[src/rtl/draw_sprite_engine.sv]
`timescale 1ns/1ps
`default_nettype none
// ============================================================================
// Module   : draw_sprite_engine
// Brief    : Parametrised sprite blitter with screen-edge clipping, busy/done
//            handshake and sprite counter. Optional colour-key transparency
//            is enabled by defining SPRITE_TRANSPARENCY_EN.
// Revision : 1.0 - initial release
// ============================================================================
module draw_sprite_engine #(
    parameter int SPR_W              = 16,
    parameter int SPR_H              = 16,
    parameter int X_W                = 9,
    parameter int Y_W                = 8,
    parameter int COLOUR_W           = 3,
    parameter int SCREEN_W           = 320,
    parameter int SCREEN_H           = 240,
    parameter int COUNT_W            = 8,
    parameter int TRANSPARENT_COLOUR = 0
) (
    input  logic                              clk,
    input  logic                              resetn,
    input  logic                              start,
    input  logic [X_W-1:0]                    x_in,
    input  logic [Y_W-1:0]                    y_in,
    output logic [$clog2(SPR_W*SPR_H)-1:0]    rom_addr,
    input  logic [COLOUR_W-1:0]               rom_data,
    output logic [X_W-1:0]                    vga_x,
    output logic [Y_W-1:0]                    vga_y,
    output logic [COLOUR_W-1:0]               vga_colour,
    output logic                              writeEn,
    output logic                              busy,
    output logic                              done,
    output logic [COUNT_W-1:0]                sprite_count
);

    localparam int c_CX_W = $clog2(SPR_W);
    localparam int c_CY_W = $clog2(SPR_H);
    localparam logic [COLOUR_W-1:0] c_KEY = COLOUR_W'(TRANSPARENT_COLOUR);

`ifdef SPRITE_TRANSPARENCY_EN
    localparam logic c_KEY_EN = 1'b1;
`else
    localparam logic c_KEY_EN = 1'b0;
`endif

    typedef enum logic [2:0] {
        S_IDLE  = 3'd0,
        S_LOAD  = 3'd1,
        S_FETCH = 3'd2,
        S_WRITE = 3'd3,
        S_DONE  = 3'd4
    } state_t;

    state_t                r_state;
    state_t                w_next;
    logic [c_CX_W-1:0]     r_cx;
    logic [c_CY_W-1:0]     r_cy;
    logic [X_W-1:0]        r_x0;
    logic [Y_W-1:0]        r_y0;
    logic [X_W-1:0]        r_vga_x;
    logic [Y_W-1:0]        r_vga_y;
    logic [COLOUR_W-1:0]   r_vga_colour;
    logic [COUNT_W-1:0]    r_count;

    logic [X_W:0]          w_sum_x;
    logic [Y_W:0]          w_sum_y;
    logic                  w_clip;
    logic                  w_key_hit;
    logic                  w_last;

    // One extra bit on each sum so off-screen positions never alias back on-screen.
    assign w_sum_x   = {1'b0, r_x0} + (X_W+1)'(r_cx);
    assign w_sum_y   = {1'b0, r_y0} + (Y_W+1)'(r_cy);
    assign w_clip    = (w_sum_x >= (X_W+1)'(SCREEN_W)) || (w_sum_y >= (Y_W+1)'(SCREEN_H));
    assign w_key_hit = c_KEY_EN && (rom_data == c_KEY);
    assign w_last    = (r_cx == c_CX_W'(SPR_W-1)) && (r_cy == c_CY_W'(SPR_H-1));

    assign rom_addr     = {r_cy, r_cx};
    assign sprite_count = r_count;

    always_ff @(posedge clk or negedge resetn) begin
        if (!resetn) begin
            r_state <= S_IDLE;
        end else begin
            r_state <= w_next;
        end
    end

    always_comb begin
        w_next     = r_state;
        writeEn    = 1'b0;
        busy       = (r_state != S_IDLE);
        done       = 1'b0;
        vga_x      = r_vga_x;
        vga_y      = r_vga_y;
        vga_colour = r_vga_colour;
        case (r_state)
            S_IDLE:  if (start) w_next = S_LOAD;
            S_LOAD:  w_next = S_FETCH;
            S_FETCH: w_next = S_WRITE;
            S_WRITE: begin
                // rom_data is only valid here, so the pixel bus is combinational in WRITE.
                vga_x      = w_sum_x[X_W-1:0];
                vga_y      = w_sum_y[Y_W-1:0];
                vga_colour = rom_data;
                writeEn    = !w_clip && !w_key_hit;
                w_next     = w_last ? S_DONE : S_FETCH;
            end
            S_DONE: begin
                done   = 1'b1;
                w_next = S_IDLE;
            end
            default: w_next = S_IDLE;
        endcase
    end

    always_ff @(posedge clk or negedge resetn) begin
        if (!resetn) begin
            r_cx         <= '0;
            r_cy         <= '0;
            r_x0         <= '0;
            r_y0         <= '0;
            r_vga_x      <= '0;
            r_vga_y      <= '0;
            r_vga_colour <= '0;
            r_count      <= '0;
        end else begin
            case (r_state)
                S_IDLE: begin
                    if (start) begin
                        r_x0 <= x_in;
                        r_y0 <= y_in;
                    end
                end
                S_LOAD: begin
                    r_cx <= '0;
                    r_cy <= '0;
                end
                S_WRITE: begin
                    r_vga_x      <= w_sum_x[X_W-1:0];
                    r_vga_y      <= w_sum_y[Y_W-1:0];
                    r_vga_colour <= rom_data;
                    // Power-of-two sprite dimensions let both counters wrap naturally.
                    r_cx         <= r_cx + c_CX_W'(1);
                    if (r_cx == c_CX_W'(SPR_W-1)) begin
                        r_cy <= r_cy + c_CY_W'(1);
                    end
                end
                S_DONE: begin
                    r_count <= r_count + COUNT_W'(1);
                end
                default: begin
                end
            endcase
        end
    end

endmodule
`default_nettype wire

[config.mk]
export PLATFORM = sky130hd
export DESIGN_NAME = draw_sprite_engine
export DESIGN_NICKNAME = d
export VERILOG_FILES = /design/src/rtl/draw_sprite_engine.sv
export SDC_FILE = /design/constraint.sdc
export NUM_CORES = 1
export LEC_CHECK = 0
export BUFFER_PORTS_ARGS = -buffer_cell sky130_fd_sc_hd__clkbuf_2
export CORE_MARGIN = 2
export CORE_UTILIZATION = 58
export CTS_CLUSTER_DIAMETER = 200
export DETAILED_ROUTE_END_ITERATION = 12
export HOLD_SLACK_MARGIN = 0.15
export PLACE_DENSITY = 0.8
export SYNTH_ARGS = -nofsm -noshare
export SYNTH_HDL_FRONTEND = slang
export SYNTH_SLANG_ARGS = --single-unit
[constraint.sdc]
create_clock -name clk -period 5.2 [get_ports clk]
set_clock_uncertainty 0.05 [all_clocks]
set_input_delay 0.26 -clock clk [delete_from_list [all_inputs] [get_ports clk]]
set_output_delay 0.26 -clock clk [all_outputs]
set_load 0.01 [all_outputs]
==> impl_metrics.ini, run 1 <==
[floorplan]
start_util = 0.598
die_y_um = 73.8
rows = 25
core_sq_um = 4720
die_w_um = 73.8
die-area_sq_um = 5440
io_pins = 62

[synthesis]
avgSynthCellArea_sq_um = 11.2
yosys_warnings = 0
seq_area_frac_synth = 0.496
yosys.cell_types.count = 40
synth-edff-count = 0
synth_nets = 289
synthCells = 253
synth_seq_cells = 56
syn_area_sq_um = 2820
synth-async-reset-ratio = 1.00
synthFlopType = dfrtp_1

[finish]
layout_common_cells = 61 x clkbuf_2, 56 x dfrtp_1, 33 x nand2_1
area_growth_pct = 22.3
final_area_sq_um = 3450
antennaDiodeCount = 0
fin_cells = 401
fillerInstances = 347
nets = 369
mostFrequentLayoutCell = clkbuf_2
fin_util = 0.731
drive_above_1_share = 0.293

[clocking]
clk-insertion-delay-late_ps = 310
numCtsBuffers = 5
cts_tree = built
cts_num_sinks = 56
cts_buffer_depth = 2
post_cts.repair.setup_buffers = 0
clkTransAtPathRegs_ps = 100
h-tree-depth = 2
cts_root_buffer = clkbuf_8

[global_route]
antenna_found_initial = 0
grt_pass1_vias = 2022
track_usage = 0.222
grt_max_degree = 57
grt_pass1_wl_um = 9200
grt_remaining_overflow = 0

[detailed_routing]
met2WireLength_um = 2820
drc = 0
drtIter0Drc = 140
finalWirelength_um = 5700
wl_per_cell_um = 14.2
vias_per_cell = 5.42
met3_length_um = 288
drtAntennaViolNets = 0
dr.pass1.iters = 4
via_count = 2172
met1Wirelength_um = 2470
top_layer = met4

[sta]
setup-tns-final_ps = 0
hold_ws_ps = 154
rsz0062_at_grt = false
min_period_ps = 2850
setup_viol = 0
slew_headroom = 0.248
period_share = 0.548
worst_pin_slew_ps = 1120
fin_ws_ps = 2350
final-hold-violation-count = 0
fmax_ghz = 0.351
slew_violations = 0

[pwr]
p_per_area_nw_per_um2 = 610
power_mw = 2.11
leakagePower_nw = 1.67
vdd.ir_drop.worst_uv = 357

[setup_path]
worst_setup_path_end_kind = output port
cp.required_ps = 4890
crit_family = compound AO/OA/AOI/OAI gates
critical_path_class = register to output port
crit_arrival_ps = 2540
cp_max_fo = 6
cp_slowest_cell = dfrtp_1
crit_chain = ha_1 -> inv_1 -> fa_1 -> nand2b_1 -> a21oi_1 -> or3_1 -> a31oi_1 -> a311oi_1 -> clkbuf_2
cpPeakStageDelay_ps = 460
cp_num_buf_inv = 2
cp-start-kind = register

[run_status]
outcome = finished, final reports clean

[flow_run]
maxCapViolations = 0

[placement]
placed_cells = 373
place_hpwl_um = 3920
finalWeightedCongestion = 0.802
dp_slack_ps = 2690
place_area_sq_um = 3160
io_buffers = 61

[hold_path]
min_path_type = input pin to register
## worst paths after layout
| path | start | end | slack [ps] | cells past startpoint |
|---|---|---|---|---|
| min | start | r_state[0] | 150 | 3 |
| max | r_cy[0] | writeEn | 2350 | 9 |
| min in group asynchronous | resetn | sprite_count[5] | 570 | 3 |
| min reg2reg | sprite_count[7] | sprite_count[7] | 430 | 1 |
| max reg2reg | r_cy[0] | r_vga_y[6] | 3040 | 8 |
| max in group asynchronous | resetn | r_cy[0] | 4070 | 3 |
## tightest hold or removal path, cell delays in order
cell and delay, ps:
clkbuf_2 90, nor2_1 90, nor3_1 50
## registers in the layout, summed over array words and instances, names as in the netlist
register / flops
r_state: 3
r_vga_x: 9
r_vga_y: 8
r_y0: 8
r_x0: 9
sprite_count: 8
r_vga_colour: 3
r_cy: 4
r_cx: 4
## per-layer routing
metal  vias to the layer above  track usage
met3                        13       0.0480
met2                        67        0.372
li1                       1046            -
met1                      1046        0.283
met4                         0       0.0808
met5                         -            0
## synthesized netlist by cell type, types with 2 or more instances
master	count	area, sq um
nor2_1	9	33.8
or3_1	2	12.5
nand3_1	8	40.0
o211ai_1	2	15.0
nand4_1	4	25.0
mux2_2	16	180
a21o_1	5	37.5
ha_1	11	138
nand2b_1	2	12.5
a22o_1	5	43.8
nand2_1	33	124
dfrtp_1	56	1400
xor2_1	8	70.1
and2_1	2	12.5
and3_1	6	37.5
xnor2_1	12	105
mux2_4	6	90.1
mux2i_1	2	20.0
nor3_1	4	20.0
inv_1	8	30.0
a21oi_1	5	25.0
o21ai_0	23	115
buf_2	6	30.0
fa_1	2	40.0
## final cells by class
class	count	area, sq um	area share
clock buffers	5	68.8	0.0199
clock inverters	3	22.5	0.00652
inverters	8	30.0	0.00870
multi-input cells	180	1330	0.386
flip-flops and latches	56	1400	0.406
well taps	67	83.8	0.0243
repair buffers	82	513	0.149
## kinds of logic (layout without fill, tap and decap cells)
family / Yosys count / after routing / share of synthesized area
and+or+nand+nor: 76 / 76 / 0.137
DFF: 56 / 56 / 0.496
AOI/OAI and AO/OA: 47 / 47 / 0.107
muxes: 24 / 24 / 0.103
xor gates and xnor gates: 20 / 20 / 0.0620
buffers and inverters: 17 / 98 / 0.0315
adders and majority gates: 13 / 13 / 0.0629
## report_power, final
group	switching [mW]	internal, mW
Sequential	0.146	0.614
Combinational	0.604	0.502
Clock	0.144	0.0968
Total	0.894	1.21
## repair_timing
item,CTS,global route
resized for setup,0,0
hold buffers,18,2
hold endpoints to repair,73,2
(Power assumes the default switching activity.)
==> run 2: changes to the inputs <==
CORE_UTILIZATION = 49   (was 58)
PLACE_DENSITY = 0.72   (was 0.8)
clock period = 2.4 ns   (was 5.2 ns; I/O delays follow)
==> impl_metrics.ini, run 2 (synthesis gave the netlist of run 1 again) <==
[global_route]
antenna_found_initial = 0
track_usage = 0.208
grt_pass1_vias = 2235
grt_remaining_overflow = 0
grt_pass1_wl_um = 10400
grt_max_degree = 24

[floorplan]
die_y_um = 79.9
io_pins = 62
die-area_sq_um = 6390
die_w_um = 79.9
core_sq_um = 5540
rows = 27
start_util = 0.510

[placement]
finalWeightedCongestion = 0.771
io_buffers = 61
place_area_sq_um = 3240
place_hpwl_um = 4290
placed_cells = 387

[sta]
slew_headroom = 0.671
setup-tns-final_ps = 0
slew_violations = 0
worst_pin_slew_ps = 493
min_period_ps = 2390
final-hold-violation-count = 0
fmax_ghz = 0.419
setup_viol = 0
rsz0062_at_grt = true
hold_ws_ps = 249
period_share = 0.994

[detailed_routing]
finalWirelength_um = 6190
vias_per_cell = 5.22
drtAntennaViolNets = 0
drc = 0
drtIter0Drc = 150
via_count = 2210
wl_per_cell_um = 14.6
dr.pass1.iters = 4

[finish]
nets = 386
antennaDiodeCount = 0
drive_above_1_share = 0.368
mostFrequentLayoutCell = clkbuf_2
area_growth_pct = 30.6
layout_common_cells = 58 x clkbuf_2, 55 x dfrtp_1, 32 x nand2_1
fin_cells = 423
final_area_sq_um = 3690
top_regs = r_vga_x: 9 flops, r_x0: 9 flops

[setup_path]
crit_arrival_ps = 2220
crit_family = compound AO/OA/AOI/OAI gates
cpPeakStageDelay_ps = 400
cp.required_ps = 2230
critical_path_class = register to output port
cp-start-kind = register
cp_num_buf_inv = 2
worst_setup_path_end_kind = output port
crit_chain = ha_2 -> inv_2 -> fa_2 -> nor2b_4 -> o21ai_4 -> a21oi_4 -> or3_4 -> a311oi_2 -> buf_2
cp_slowest_cell = dfrtp_1
cp_max_fo = 3

[clocking]
cts_buffer_depth = 2
cts_num_sinks = 56
numCtsBuffers = 5
h-tree-depth = 2
cts_root_buffer = clkbuf_8
clkTransAtPathRegs_ps = 100
clk-insertion-delay-late_ps = 310
cts_tree = built

[run_status]
outcome = finished, final reports clean

[pwr]
vdd.ir_drop.worst_uv = 807
p_per_area_nw_per_um2 = 1370
leakagePower_nw = 1.75

[hold_path]
min_path_type = input pin to async pin

[flow_run]
maxCapViolations = 0
==> run 2: cell count changes in the layout (fill, tap and decap cells not counted), sizes merged <==
| cell | previous run | this run |
|---|---|---|
| buf | 1 | 19 |
| clkinv | 2 | 0 |
| dlygate4sd3 | 20 | 22 |
| inv | 9 | 8 |
==> run 2: area by class of cell <==
| type | count | area [sq um] |
|---|---|---|
| Clock buffer | 8 | 90.1 |
| Fill cell | 434 | 1850 |
| Inverter | 8 | 30.0 |
| Multi-Input combinational cell | 180 | 1430 |
| Sequential cell | 56 | 1400 |
| Tap cell | 72 | 90.1 |
| Timing Repair Buffer | 99 | 646 |
==> run 2: timing repair <==
action	4_1_cts	5_1_grt
resized for setup	14	15
buffers inserted	3	3
gates cloned	0	0
endpoints found under the setup margin	5	8
hold buffers	22	0
hold endpoints to repair	38	0
pin swaps	4	6
==> run 2: path summary, 6_finish.rpt <==
| path | startpoint | to | slack, ps | depth (start not counted) |
|---|---|---|---|---|
| setup / recovery | r_cx[0] | writeEn | 10 | 9 |
| hold / removal | resetn | r_vga_y[0] | 250 | 2 |
| setup reg to reg | r_cx[0] | r_vga_x[6] | 470 | 9 |
| hold reg to reg | sprite_count[7] | sprite_count[7] | 430 | 1 |
| max in group asynchronous | resetn | r_x0[6] | 1370 | 3 |
| min in group clk | sprite_count[7] | sprite_count[7] | 430 | 1 |
==> run 2: layer usage <==
layer	up-vias	global-route usage	share of wire	wire, um
li1	1073	-	-	-
met1	1091	0.277	0.46	2830
met2	42	0.343	0.50	3080
met3	4	0.0452	0.037	231
met4	0	0.0593	0.0078	48
met5	-	0	0	0
==> run 2: metrics by stage <==
stage | power [mW] | worst slack (ps) | utilization
floorplan | 3.29 | 170 | -
global placement | 4.03 | 176 | 0.584
detailed placement | 4.11 | 137 | 0.584
CTS | 4.85 | -11.2 | 0.652
global route | 5.43 | -86.1 | 0.666
finish | 5.04 | 13.9 | 0.666
==> run 2: report_power, final <==
group | total, mW | internal (mW) | switching [mW]
logic | 2.87 | 1.40 | 1.48
registers | 1.63 | 1.33 | 0.304
clock network | 0.535 | 0.236 | 0.298
